--- src/rtl/hi_lo_unit.sv ---
// HI/LO register unit: holds a multi-cycle multiply result captured from the upstream
// multiplier and serves MFHI/MFLO reads, stalling the pipeline while the multiply runs.
module hi_lo_unit #(
  parameter int         MUL_CYCLES = 32,
  parameter logic [2:0] MULTU      = 3'b100,
  parameter logic [2:0] MFHI       = 3'b101,
  parameter logic [2:0] MFLO       = 3'b110
) (
  input  logic        clk,
  input  logic        rst,
  input  logic [2:0]  signal,
  input  logic [63:0] mulAns,
  output logic [31:0] dataOut,
  output logic        busy,
  output logic        stall,
  output logic        done
);

  // state | meaning
  // IDLE  | no multiply in flight; MFHI/MFLO served, MULTU accepted
  // BUSY  | waiting MUL_CYCLES edges for the multiplier; reads held off
  // DONE  | hi/lo just loaded; behaves as IDLE for one cycle
  typedef enum logic [1:0] {
    IDLE = 2'b00,
    BUSY = 2'b01,
    DONE = 2'b10
  } state_t;

  localparam int             CW       = (MUL_CYCLES > 1) ? $clog2(MUL_CYCLES) : 1;
  localparam logic [CW-1:0]  CNT_LAST = CW'(MUL_CYCLES - 1);

  state_t        state, state_nxt;
  logic [CW-1:0] cnt, cnt_nxt;
  logic [31:0]   hi, lo;
  logic          capture;
  logic          read_hi, read_lo;

  always_comb begin
    state_nxt = state;
    cnt_nxt   = cnt;
    capture   = 1'b0;
    case (state)
      IDLE, DONE: begin
        cnt_nxt = '0;
        if (signal == MULTU) state_nxt = BUSY;
        else                 state_nxt = IDLE;
      end
      BUSY: begin
        // The operation length is fixed; a repeated MULTU here never restarts it.
        if (cnt == CNT_LAST) begin
          capture   = 1'b1;
          cnt_nxt   = '0;
          state_nxt = DONE;
        end else begin
          cnt_nxt   = cnt + CW'(1);
        end
      end
      default: begin
        cnt_nxt   = '0;
        state_nxt = IDLE;
      end
    endcase
  end

  assign read_hi = (state != BUSY) && (signal == MFHI);
  assign read_lo = (state != BUSY) && (signal == MFLO);

  always_ff @(posedge clk) begin
    if (rst) begin
      state   <= IDLE;
      cnt     <= '0;
      hi      <= '0;
      lo      <= '0;
      dataOut <= '0;
    end else begin
      state <= state_nxt;
      cnt   <= cnt_nxt;
      if (capture) begin
        hi <= mulAns[63:32];
        lo <= mulAns[31:0];
      end
      if (read_hi)      dataOut <= hi;
      else if (read_lo) dataOut <= lo;
    end
  end

  assign busy  = (state == BUSY);
  assign done  = (state == DONE);
  assign stall = busy && ((signal == MULTU) || (signal == MFHI) || (signal == MFLO));

endmodule
--- config.mk ---
export PLATFORM = sky130hd
export DESIGN_NAME = hi_lo_unit
export DESIGN_NICKNAME = d
export VERILOG_FILES = /design/src/rtl/hi_lo_unit.sv
export SDC_FILE = /design/constraint.sdc
export NUM_CORES = 1
export LEC_CHECK = 0
export CORE_AREA = 2 2 120 122
export CTS_CLUSTER_DIAMETER = 30
export DETAILED_ROUTE_END_ITERATION = 8
export DIE_AREA = 0 0 122 124
export SYNTH_ARGS = -nofsm -noshare
export SYNTH_HDL_FRONTEND = slang
export SYNTH_SLANG_ARGS = --single-unit
--- constraint.sdc ---
create_clock -name clk -period 1.7 [get_ports clk]
set_input_delay 0.34 -clock clk [delete_from_list [all_inputs] [get_ports clk]]
set_output_delay 0.34 -clock clk [all_outputs]
set_load 0.05 [all_outputs]
==> out/qor.txt <==
Pins Over Slew Limit: 0
Area Growth Syn to Fin: 44.7%
Max cap viols: 0
DRT Pass-1 Iters: 4
Initial Utilization: 29.5%
Peak supply drop: 0.000521 V
Vias in the first global route: 3492
Pwr dens: 923 nW/um^2
Post-DP HPWL: 7.44 mm
Worst-Margin Slew: 0.385 ns
CP max FO: 5
Cell Area, Synth: 4040 um^2
Critical-path top delay cell: dfxtp_2
Final Hold Vio Count: 0
Most frequent cells after synthesis: nand2_1 (128), dfxtp_1 (103), a21oi_1 (64), inv_1 (32), o22ai_1 (28)
Final Util: 42.6%
Die area: 15100 um^2
Synth area leaders: dfxtp_1 (51%), nand2_1 (12%), a21oi_1 (7.9%), a221oi_2 (7.4%), o22ai_1 (4.3%)
Arrival @ worst endpoint: 1.93 ns
Synth Flop Type: dfxtp_1
YS warnings: 0
Sequential area share after synthesis: 51.0%
CTS clock-pin slew for the worst setup and hold paths: 0.07 ns
Outcome: complete, no violations
Crit Path Class: reg2reg
Post-synth EDFFs: 0
PnR Total Power: 5.40 mW
Worst path required time: 2.00 ns
Yosys top cell by area: dfxtp_1
Highest clock rate: 611 MHz
Relative slew slack: 74.4%
Iter 0 DRT Violations: 243
Syn_area_per_cell: 8.68 um^2
DR WL/cell: 15.2 um
Share of cells above drive strength 1: 21.0%
Fin Clk Skew: 0.00835 ns
DRT antenna net count: 0
Die width: 122 um
H-Tree Depth: 3
Largest net degree at the start of global routing: 47
Clock Tree Buf Depth: 2
Post-Syn Nets: 537
ANT cells: 0
LEAKAGE: 2.06 nW
Die Y: 124 um
# DRC: 0
CTS tree: done
I/O pins: 104
Final setup viols: 0
Post-synth top area share: 51.0%
Vias per cell: 4.82
First-pass GRT wire length: 16.9 mm
Post-Route WL: 11.5 mm
Clk Latency, worst-skew pair: 0.36 ns
Vias post-DR: 3652
Critical path launch point type: flip-flop
Fin Setup TNS: 0 ns
Clock sinks: 103
I/O Buffers: 103
Cell variety after synth: 32
Core Area: 13700 um^2
Aggregate global routing overflow: 0
Total CTS buffers: 9
Hold-fix buffers, CTS: 0
Fin crit share: 96.3%
Placer Congestion: 0.798
CP Capture Type: flip-flop
Initial antenna violation count: 0
Delay of the slowest critical-path stage: 0.34 ns
Count leader, synth: nand2_1
Fin crit period: 1.64 ns
CTS Root Cell: clkbuf_16
Final nets: 643
Global Route Usage Sum: 14.4%
Ys async rst share: 0%
Hold crit path type: in2reg
Cells after synthesis: 466
Yosys reg bits: 103
CP Cell Sequence: ha_2 > and3_4 > ha_4 > and3b_2 > buf_6 > clkbuf_16 > nand2_1 > a21oi_2
Row cnt: 43
cell families after synthesis:
logic type,Yosys count,synth area share (%)
AND/OR/NAND/NOR,152,15.6
AO/OA/AOI/OAI,135,24.4
flip-flops,103,51.0
buffers and inverters,72,7.99
XOR/XNOR,2,0.433
adder cells (fa/ha/maj),2,0.619
critical path: cells and delay by family, from the launching register on:
| kind | cells | cell delay, ns |
|---|---|---|
| AND/OR/NAND/NOR | 3 | 0.49 |
| adder cells (fa/ha/maj) | 2 | 0.32 |
| flip-flops | 1 | 0.34 |
| buffers and inverters | 2 | 0.30 |
| AO/OA/AOI/OAI | 1 | 0.12 |
repair_timing:
item | 4_1_cts | 5_1_grt
gates cloned | 0 | 5
buffers inserted | 0 | 5
pin swaps | 1 | 3
resized for setup | 9 | 13
setup endpoints to repair | 1 | 61
where the power goes:
group / leakage [nW] / switching, mW / total, mW / internal [mW]
Combinational: 1.08 / 0.431 / 0.765 / 0.334
Clock: 0.143 / 0.969 / 2.13 / 1.16
Sequential: 0.836 / 0.0394 / 2.51 / 2.47
Total: 2.06 / 1.44 / 5.40 / 3.96
path summary, 6_finish.rpt:
kind,startpoint,end,slack [ns],depth (start not counted)
worst min-delay path,rst,state[1]$_SDFFE_PP0P_,0.36,2
worst max register to register,cnt[0]$_SDFF_PP0_,lo[17]$_SDFFE_PP0P_,0.06,8
worst min register to register,cnt[0]$_SDFF_PP0_,cnt[0]$_SDFF_PP0_,0.42,1
worst max-delay path,cnt[0]$_SDFF_PP0_,lo[17]$_SDFFE_PP0P_,0.06,8
metrics by stage:
stage	worst slack [ns]	area, um^2	std cells	hold WS [ns]
global route	-0.0209	5850	757	0.345
finish	0.0634	5850	757	0.358
global placement	-0.212	5320	732	0.429
detailed placement	-0.281	5320	732	0.437
CTS	0.0148	5640	747	0.338
floorplan	-0.0591	4050	466	0.418
layout make-up:
| type | instances | area (um^2) |
|---|---|---|
| fill | 1354 | 7870 |
| inverter | 34 | 129 |
| timing repair buffer | 133 | 1400 |
| tap | 180 | 225 |
| sequential | 103 | 2070 |
| clock buffer | 9 | 225 |
| multi-input combinational | 291 | 1720 |
| clock inverter | 7 | 80.1 |
cells in the final DEF, fill, tap and decap left out, types with 3 or more instances in the layout:
cell type,count
nand2_1,128
o211ai_1,4
a221oi_1,12
o31ai_1,5
a21oi_2,5
buf_12,12
dfxtp_1,99
inv_1,32
o22ai_1,28
and3b_1,4
clkdlybuf4s50_1,64
nor2_1,4
a21oi_1,59
buf_4,47
a221oi_2,20
clkbuf_16,13
dfxtp_2,4
buf_6,3
registers in the layout, indices dropped and copies added, names as in the netlist:
signal / flops
lo: 32
dataOut: 32
hi: 32
state: 2
cnt: 5
per-layer routing:
metal | GRT usage (%) | share of wire (%) | vias to the layer above
met1 | 17.4 | 43 | 1734
met5 | 0 | 0 | -
met2 | 24.5 | 51 | 85
li1 | - | - | 1821
met4 | 4.31 | 1.0 | 0
met3 | 4.58 | 5.4 | 12
No activity file was read; power rests on OpenSTA's default activity.
